File: config.mk
export PLATFORM = sky130hd
export DESIGN_NAME = score_tracker_flat
export DESIGN_NICKNAME = d
export VERILOG_FILES = /design/src/rtl/score_tracker_if.sv /design/src/rtl/score_tracker.sv /design/src/flat_wrapper.sv
export SDC_FILE = /design/constraint.sdc
export NUM_CORES = 1
export LEC_CHECK = 0
export ABC_AREA = 1
export CAP_MARGIN = 20
export CORE_MARGIN = 2
export CORE_UTILIZATION = 43
export CTS_CLUSTER_DIAMETER = 60
export DETAILED_ROUTE_END_ITERATION = 7
export PLACE_DENSITY = 0.63
export SLEW_MARGIN = 30
export SYNTH_ARGS = -nofsm -noshare
export SYNTH_HDL_FRONTEND = slang
export SYNTH_SLANG_ARGS = --single-unit
File: constraint.sdc
create_clock -name CLOCK_50 -period 7.5 [get_ports CLOCK_50]
set_input_delay 1.875 -clock CLOCK_50 [delete_from_list [all_inputs] [get_ports CLOCK_50]]
set_output_delay 1.875 -clock CLOCK_50 [all_outputs]
set_load 0.03 [all_outputs]
File: src/rtl/score_tracker_if.sv
// Bundle between game logic and score_tracker: enemy status and game control in,
// BCD scores and status flags out to the 7-segment driver.
interface score_tracker_if #(
  parameter int unsigned N_ENEMIES = 64,
  parameter int unsigned DIGITS    = 3
);
  logic [N_ENEMIES-1:0] alive;
  logic                 game_over;
  logic                 restart;
  logic [4*DIGITS-1:0]  score_bcd;
  logic [4*DIGITS-1:0]  high_bcd;
  logic                 new_record;
  logic                 busy;
  logic                 playing;

  // Game side: drives enemy status and control, reads the scores.
  modport master (
    output alive, game_over, restart,
    input  score_bcd, high_bcd, new_record, busy, playing
  );

  // Tracker side.
  modport slave (
    input  alive, game_over, restart,
    output score_bcd, high_bcd, new_record, busy, playing
  );
endinterface

File: src/rtl/score_tracker.sv
// Score keeper for the enemy-wave game. Kills (1->0 on alive) are latched as
// sticky pending flags; a scanner visits one index per cycle and adds POINTS
// in BCD for each pending flag, tracking the session high score.
// Optional build macro SCORE_SATURATE_EN: clamp score at all 9s instead of
// wrapping modulo 10^DIGITS.
module score_tracker #(
  parameter int unsigned N_ENEMIES = 64,
  parameter int unsigned DIGITS    = 3,
  parameter int unsigned POINTS    = 1
) (
  input logic             CLOCK_50,
  input logic             reset,
  score_tracker_if.slave  bus
);
  localparam int unsigned IdxW   = $clog2(N_ENEMIES);
  localparam int unsigned ScoreW = 4 * DIGITS;
  localparam logic [IdxW-1:0]   IdxLast  = IdxW'(N_ENEMIES - 1);
  localparam logic [ScoreW-1:0] ScoreMax = {DIGITS{4'd9}};

  localparam logic [0:0] StPlay = 1'b0;
  localparam logic [0:0] StOver = 1'b1;

  logic [0:0]           state_q, state_d;
  logic [N_ENEMIES-1:0] alive_q;
  logic [N_ENEMIES-1:0] pending_q, pending_d;
  logic [IdxW-1:0]      idx_q, idx_d;
  logic [ScoreW-1:0]    score_q, score_d;
  logic [ScoreW-1:0]    high_q, high_d;
  logic                 rec_q, rec_d;
  logic                 busy_q;

  logic [N_ENEMIES-1:0] kill;
  logic [N_ENEMIES-1:0] clr_mask;
  logic                 scoring;
  logic                 hit;
  logic [ScoreW-1:0]    sum_bcd;
  logic                 sum_carry;
  logic [ScoreW-1:0]    score_next;
  logic [4:0]           dig_sum;
  logic [3:0]           dig_carry;

  // FSM next state; restart wins over game_over.
  always_comb begin
    state_d = state_q;
    if (bus.restart) begin
      state_d = StPlay;
    end else if (state_q == StPlay && bus.game_over) begin
      state_d = StOver;
    end
  end

  // Scoring only runs in PLAY on a cycle that is neither clearing nor freezing.
  always_comb begin
    scoring  = (state_q == StPlay) && !bus.restart && !bus.game_over;
    kill     = alive_q & ~bus.alive;
    hit      = scoring && pending_q[idx_q];
    clr_mask = '0;
    if (hit) begin
      clr_mask[idx_q] = 1'b1;
    end
  end

  // Pending flags and scanner index; a same-cycle kill keeps its flag set.
  always_comb begin
    pending_d = '0;
    idx_d     = idx_q;
    if (bus.restart) begin
      idx_d = '0;
    end else if (scoring) begin
      pending_d = (pending_q & ~clr_mask) | kill;
      idx_d     = (idx_q == IdxLast) ? '0 : idx_q + 1'b1;
    end
  end

  // BCD add of POINTS with ripple carry; carry out of the MSD is the wrap.
  always_comb begin
    sum_bcd   = '0;
    dig_sum   = '0;
    dig_carry = 4'(POINTS);
    for (int d = 0; d < DIGITS; d++) begin
      dig_sum = {1'b0, score_q[4*d +: 4]} + {1'b0, dig_carry};
      if (dig_sum >= 5'd10) begin
        sum_bcd[4*d +: 4] = 4'(dig_sum - 5'd10);
        dig_carry         = 4'd1;
      end else begin
        sum_bcd[4*d +: 4] = dig_sum[3:0];
        dig_carry         = 4'd0;
      end
    end
    sum_carry = (dig_carry != 4'd0);
  end

  // Score and high-score next state. Packed BCD with the MSD on top orders
  // exactly like the value, so a plain unsigned compare is the digit-wise one.
  always_comb begin
    score_next = score_q;
    if (hit) begin
`ifdef SCORE_SATURATE_EN
      score_next = sum_carry ? ScoreMax : sum_bcd;
`else
      score_next = sum_bcd;
`endif
    end
    rec_d   = hit && (score_next > high_q);
    high_d  = rec_d ? score_next : high_q;
    score_d = bus.restart ? '0 : score_next;
  end

  // State registers; alive_q always follows alive so reset/restart see no kill.
  always_ff @(posedge CLOCK_50) begin
    alive_q <= bus.alive;
    if (reset) begin
      state_q   <= StPlay;
      pending_q <= '0;
      idx_q     <= '0;
      score_q   <= '0;
      high_q    <= '0;
      rec_q     <= 1'b0;
      busy_q    <= 1'b0;
    end else begin
      state_q   <= state_d;
      pending_q <= pending_d;
      idx_q     <= idx_d;
      score_q   <= score_d;
      high_q    <= high_d;
      rec_q     <= rec_d;
      busy_q    <= |pending_d;
    end
  end

  assign bus.score_bcd  = score_q;
  assign bus.high_bcd   = high_q;
  assign bus.new_record = rec_q;
  assign bus.busy       = busy_q;
  assign bus.playing    = (state_q == StPlay);

endmodule

File: src/flat_wrapper.sv
// flat-port wrapper written by rule: the top's interface ports become plain ports
module score_tracker_flat 
#(
  parameter int unsigned N_ENEMIES = 64,
  parameter int unsigned DIGITS    = 3,
  parameter int unsigned POINTS    = 1
)
  (CLOCK_50, reset, bus_alive, bus_game_over, bus_restart, bus_score_bcd, bus_high_bcd, bus_new_record, bus_busy, bus_playing);
  score_tracker_if #(.N_ENEMIES(N_ENEMIES), .DIGITS(DIGITS)) bus_i ();
  input logic CLOCK_50;
  input logic reset;
  input wire logic [$bits(bus_i.alive)-1:0] bus_alive;
  input wire logic [$bits(bus_i.game_over)-1:0] bus_game_over;
  input wire logic [$bits(bus_i.restart)-1:0] bus_restart;
  output wire logic [$bits(bus_i.score_bcd)-1:0] bus_score_bcd;
  output wire logic [$bits(bus_i.high_bcd)-1:0] bus_high_bcd;
  output wire logic [$bits(bus_i.new_record)-1:0] bus_new_record;
  output wire logic [$bits(bus_i.busy)-1:0] bus_busy;
  output wire logic [$bits(bus_i.playing)-1:0] bus_playing;
  assign bus_i.alive = bus_alive;
  assign bus_i.game_over = bus_game_over;
  assign bus_i.restart = bus_restart;
  assign bus_score_bcd = bus_i.score_bcd;
  assign bus_high_bcd = bus_i.high_bcd;
  assign bus_new_record = bus_i.new_record;
  assign bus_busy = bus_i.busy;
  assign bus_playing = bus_i.playing;
  score_tracker #(.N_ENEMIES(N_ENEMIES), .DIGITS(DIGITS), .POINTS(POINTS)) u_core (.CLOCK_50(CLOCK_50), .reset(reset), .bus(bus_i));
endmodule
==> results.json, run 1 <==
{
  "required_ps": 7860,
  "firstDrtPassIters": 5,
  "wl_per_cell_um": 13.1,
  "worstSetupPathType": "reg2reg",
  "grt_pass1_vias": 6304,
  "clock_latency_ps": 430,
  "synthMuxAreaShare_pct": 0.149,
  "die-area_um2": 18600,
  "fin_crit_ps": 6260,
  "yosysTopAreaCellShare_pct": 42.7,
  "pin_count": 95,
  "syn_area_um2": 7540,
  "synthesis.nets": 1216,
  "hpwl_um": 12900,
  "die_h_um": 136,
  "antenna_left": 0,
  "grt.total_usage_pct": 21.5,
  "drive_above_1_share_pct": 4.85,
  "numPortBuffers": 94,
  "critPathMaxStageDelay_ps": 440,
  "crit_start": "u_core.bus.score_bcd[0]$_SDFF_PP0_",
  "grt_max_degree": 93,
  "netlist_instances": 1126,
  "initial_core_util_pct": 43.8,
  "cts_tree": "built",
  "grt_pass1_wl_um": 31300,
  "synthAdderAreaFrac_pct": 3.65,
  "dp_slack_ps": 1320,
  "grt_overflow": 0,
  "synth_compound_area_share_pct": 9.50,
  "max_cap_violations": 0,
  "wl_um": 18800,
  "numCtsBuffers": 17,
  "final.period_utilization_pct": 83.5,
  "reg2reg_from": "u_core.bus.score_bcd[0]$_SDFF_PP0_",
  "skew_ps": 10.9,
  "path_max_fanout": 20,
  "finalSetupViolCount": 0,
  "synth_top_cell_by_area": "dfxtp_1",
  "antenna_found_initial": 0,
  "drc": 0,
  "fin_nets": 1294,
  "drt_iter0_drc": 524,
  "relSlewSlack_pct": 36.4,
  "seq_area_frac_synth_pct": 42.7,
  "synth_area_leaders": "dfxtp_1 (43%), nand2_1 (17%), inv_1 (7.9%)",
  "timing.fmax_mhz": 160,
  "avgSynthCellArea_um2": 6.70,
  "synthXorXnorAreaFrac_pct": 1.04,
  "power.leakage_nw": 4.35,
  "ir_worst_vdd_mv": 0.186,
  "rows": 48,
  "cp-start-kind": "register",
  "die_w_um": 136,
  "synthSimpleGateAreaFrac_pct": 31.6,
  "setup.worst_path.end_class": "register",
  "postCtsResizedCells": 0,
  "rsz0062_at_grt": "false",
  "place_congestion": 0.807,
  "slowest_stage": "o211ai_1",
  "ys_types": 35,
  "hold_viol_final": 0,
  "num_vias": 6841,
  "arrival_ps": 6620,
  "clock-sinks": 161,
  "timing.final.ws_setup_ps": 1240,
  "hp-start": "u_core.bus.high_bcd[4]$_SDFFE_PP0P_",
  "post_cts_buffers": 0,
  "tightest_slew_ps": 954,
  "hold_path_class": "reg2reg",
  "cts_buffer_depth": 2,
  "cts.htree.levels": 4,
  "status": "finished clean",
  "path_common_cell": "ha_1",
  "antenna_cells": 0,
  "final-max-slew-violation-count": 0,
  "ys_warn_count": 0,
  "postCtsHoldBufs": 0,
  "synth_top_family_by_area": "simple AND/OR/NAND/NOR gates",
  "power_density_nw_per_um2": 212,
  "viasPerCell": 4.74,
  "cts.clk_slew.worst_paths_ps": 60,
  "coreArea_um2": 17200,
  "cts-root-buf": "clkbuf_16",
  "syn2layout_area_growth_pct": 21.8,
  "setup_tns_ps": 0,
  "ys_seq_elements": 161
}
## cells in the final DEF (no fill, tap or decap), types with 4 or more instances in the layout
master / n
a21oi_1: 33
clkbuf_16: 17
clkbuf_8: 4
clkdlybuf4s50_1: 93
dfxtp_1: 161
ha_1: 22
inv_1: 158
inv_2: 8
nand2_1: 348
nand3_1: 56
nor2_1: 158
nor3_1: 11
o211ai_1: 7
o21ai_0: 70
o21ai_1: 14
o21ai_2: 4
or2_1: 5
xor2_1: 8
## state kept, by name (all words and copies together), names as in the netlist
signal                 flops
u_core.alive_q            64
u_core.pending_q          64
u_core.bus.high_bcd       12
u_core.bus.score_bcd      12
u_core.idx_q               6
u_core.bus.busy            1
u_core.bus.new_record      1
u_core.state_q             1
## cell families after synthesis
kind of cell / count (synthesis)
XOR/XNOR: 9
flip-flops: 161
AO/OA/AOI/OAI: 134
buffers and inverters: 205
multiplexers: 1
AND/OR/NAND/NOR: 594
adder cells (fa/ha/maj): 22
## layout make-up
class	instances	area, µm²
clock buffers	22	484
clock inverters	10	149
fillers	1787	8040
inverters	167	627
multi-input cells	760	3470
flip-flops and latches	161	3220
well taps	225	282
repair buffers	97	958
## stage by stage
stage | cells | util (%) | instance area, µm² | hold slack [ps] | power, mW
final | 1442 | 53.3 | 9190 | 502 | 1.95
after global routing | 1442 | 53.3 | 9190 | 525 | 2.03
after CTS | 1442 | 53.3 | 9190 | 505 | 1.96
after detailed placement | 1410 | 49.7 | 8560 | 498 | 1.05
after global placement | 1410 | 49.7 | 8560 | 490 | 1.04
after floorplan | 1126 | - | 7540 | 475 | 0.984
## synth_stat cells (all sizes together)
cell type	count
a211oi	2
a21oi	33
o21bai	1
or2	8
clkbuf	17
o211ai	7
clkinv	1
o21ai	88
nand2	352
nor3	11
xnor2	1
ha	22
xor2	8
mux2	1
nor3b	1
a31oi	2
nand3	56
buf	21
o221ai	1
nand4	3
inv	166
nor2	163
dfxtp	161
## worst paths after layout
| path | endpoint | slack (ps) | cells past startpoint |
|---|---|---|---|
| setup / recovery | u_core.bus.high_bcd[9]$_SDFFE_PP0P_ | 1240 | 33 |
| hold / removal | u_core.bus.high_bcd[4]$_SDFFE_PP0P_ | 500 | 2 |
| setup reg to reg | u_core.bus.high_bcd[9]$_SDFFE_PP0P_ | 1240 | 33 |
| hold reg to reg | u_core.bus.high_bcd[4]$_SDFFE_PP0P_ | 500 | 2 |
## where the power goes
part | switching (mW) | internal (mW)
Sequential | 0.00959 | 0.881
Combinational | 0.0772 | 0.0593
Clock | 0.357 | 0.563
Total | 0.443 | 1.50
## metal layers
metal  wire length [µm]  vias up  part of all wire [%]  track usage (%)
met5                  0        -                     0                0
met3                928       15                   4.9             4.36
li1                   -     3615                     -                -
met4                213        0                   1.1             6.37
met2               8580      157                    46             33.6
met1               9110     3054                    48             29.9
## worst max-delay path: cells and delay by family (launching register included)
kind	cells	cell delay, ps
simple gates	8	1010
buf+inv	6	690
fa+ha+maj	7	1600
compound gates	9	1980
flops	1	430
xor+xnor	3	490
No activity file was read; power rests on OpenSTA's default activity.
==> run 2, diff against run 1 <==
==> constraint.sdc (replaced) <==
create_clock -name CLOCK_50 -period 5.8 [get_ports CLOCK_50]
set_input_delay 1.45 -clock CLOCK_50 [delete_from_list [all_inputs] [get_ports CLOCK_50]]
set_output_delay 1.45 -clock CLOCK_50 [all_outputs]
set_load 0.03 [all_outputs]
==> run 2 against run 1 <==
  * Sequential share of layout area fell by 0.31 points
  * Sequential cell count stayed put
  * Utilization grew 0.56 points
  * Via count grew 1.6%
  * Largest cell class unchanged
==> results.json, run 2 (same netlist as run 1, synthesis figures left out) <==
{
  "status": "finished clean",
  "drc": 0,
  "numPortBuffers": 94,
  "antenna_found_initial": 0,
  "max_cap_violations": 0,
  "hold_viol_final": 0,
  "numCtsBuffers": 17,
  "worst-path-buf-inv": 6,
  "tightest_slew_ps": 958,
  "grt_pass1_wl_um": 31000,
  "slowest_stage": "dfxtp_4",
  "wl_per_cell_um": 13.5,
  "cts_buffer_depth": 2,
  "timing.final.ws_setup_ps": 412,
  "cts.clk_slew.worst_paths_ps": 70,
  "fin_crit_ps": 5390,
  "grt_max_degree": 93,
  "clock_latency_ps": 430,
  "drt_iter0_drc": 499,
  "die-area_um2": 18600,
  "cts.htree.levels": 4,
  "final-max-slew-violation-count": 0,
  "drive_above_1_share_pct": 7.01,
  "finalSetupViolCount": 0,
  "hold_path_class": "reg2reg",
  "pin_count": 95,
  "finalNonFillerCells": 1451,
  "crit_family": "adder cells",
  "skew_ps": 10.3,
  "power.total_mw": 2.43,
  "critPathMaxStageDelay_ps": 360,
  "initial_core_util_pct": 43.8,
  "place_congestion": 0.840,
  "arrival_ps": 5760,
  "fin_nets": 1304,
  "worstSetupPathType": "reg2reg",
  "coreArea_um2": 17200,
  "hpwl_um": 13000,
  "setup.worst_path.end_class": "register",
  "layout_commonest_cell": "nand2_1",
  "mostFrequentLayoutCells": "nand2_1 (346), dfxtp_1 (159), nor2_1 (158)",
  "cts-root-buf": "clkbuf_16",
  "die_h_um": 136,
  "num-fill-cells": 1734,
  "wl_um": 19500,
  "grt.total_usage_pct": 21.4,
  "antenna_cells": 0,
  "power.leakage_nw": 4.38,
  "firstDrtPassIters": 6,
  "syn2layout_area_growth_pct": 23.1,
  "rows": 48,
  "ir_worst_vdd_mv": 0.217,
  "setup_tns_ps": 0,
  "top_regs": "u_core.alive_q (64), u_core.pending_q (64)",
  "path_common_cell": "ha_1",
  "final.period_utilization_pct": 92.9,
  "relSlewSlack_pct": 36.1,
  "num_vias": 6950,
  "grt_overflow": 0,
  "dp_slack_ps": -137,
  "cts_tree": "built",
  "viasPerCell": 4.79,
  "power_density_nw_per_um2": 262,
  "timing.fmax_mhz": 186,
  "antenna_left": 0,
  "clock-sinks": 161,
  "die_w_um": 136,
  "cp-start-kind": "register",
  "placed_cells": 1417,
  "grt_pass1_vias": 6243,
  "path_max_fanout": 8,
  "required_ps": 6170
}
run 2: changes by cell type in the layout (fill, tap and decap cells not counted), moves of 3 or more:
cell      before  now
buf_4          3   11
o21ai_0       70   65
clkbuf_8       4    0
ha_1          22   18
ha_2           0    3
o21ai_1       14   17
run 2: cell type report:
cell class | instances | area, µm² | share of cell area (%)
clock buffer | 19 | 433 | 4.66
clock inverter | 12 | 136 | 1.47
inverter | 167 | 634 | 6.83
multi-input combinational | 760 | 3540 | 38.2
sequential | 161 | 3230 | 34.8
tap | 225 | 282 | 3.03
timing repair buffer | 105 | 1020 | 11.0
timing repair inverter | 2 | 12.5 | 0.135
run 2: what timing repair did:
action / 4_1_cts / 5_1_grt
pin swaps: 0 / 12
gates resized for setup: 3 / 27
hold buffers: 0 / 0
endpoints found under the setup margin: 10 / 13
cloned: 0 / 2
buffers inserted: 0 / 1
run 2: power by group:
part	internal, mW	switching [mW]	total (mW)	leakage [nW]
combinational	0.0782	0.102	0.180	2.78
sequential	1.14	0.0118	1.15	1.33
clock	0.634	0.469	1.10	0.270
run 2: per-layer routing:
metal	global-route usage [%]	part of all wire [%]	vias up
met4	5.90	1.2	0
li1	-	-	3635
met5	0	0	-
met3	4.62	5.1	16
met1	29.4	48	3112
met2	33.8	46	187
run 2: worst reg2reg max path: cells and delay by family (launching register included):
family,cells,cell delay (ps)
DFF,1,360
and+or+nand+nor,7,820
AOI/OAI and AO/OA,8,1200
adders and majority gates,8,1680
buffers and inverters,6,560
xor gates and xnor gates,2,320
muxes,1,360
run 2: worst paths after layout:
kind	start	to	slack, ps	depth (start not counted)
min reg2reg	u_core.bus.score_bcd[0]$_SDFF_PP0_	u_core.bus.high_bcd[0]$_SDFFE_PP0P_	490	1
max	u_core.bus.score_bcd[0]$_SDFF_PP0_	u_core.bus.high_bcd[5]$_SDFFE_PP0P_	410	32
max reg2reg	u_core.bus.score_bcd[0]$_SDFF_PP0_	u_core.bus.high_bcd[5]$_SDFFE_PP0P_	410	32
min	u_core.bus.score_bcd[0]$_SDFF_PP0_	u_core.bus.high_bcd[0]$_SDFFE_PP0P_	490	1
run 2: metrics by stage:
step	instance area, µm²	util, %	hold WS [ps]
after global placement	8610	50.0	490
after CTS	9190	53.3	505
after detailed placement	8610	50.0	495
after floorplan	7540	-	475
final	9290	53.9	490
after global routing	9290	53.9	517
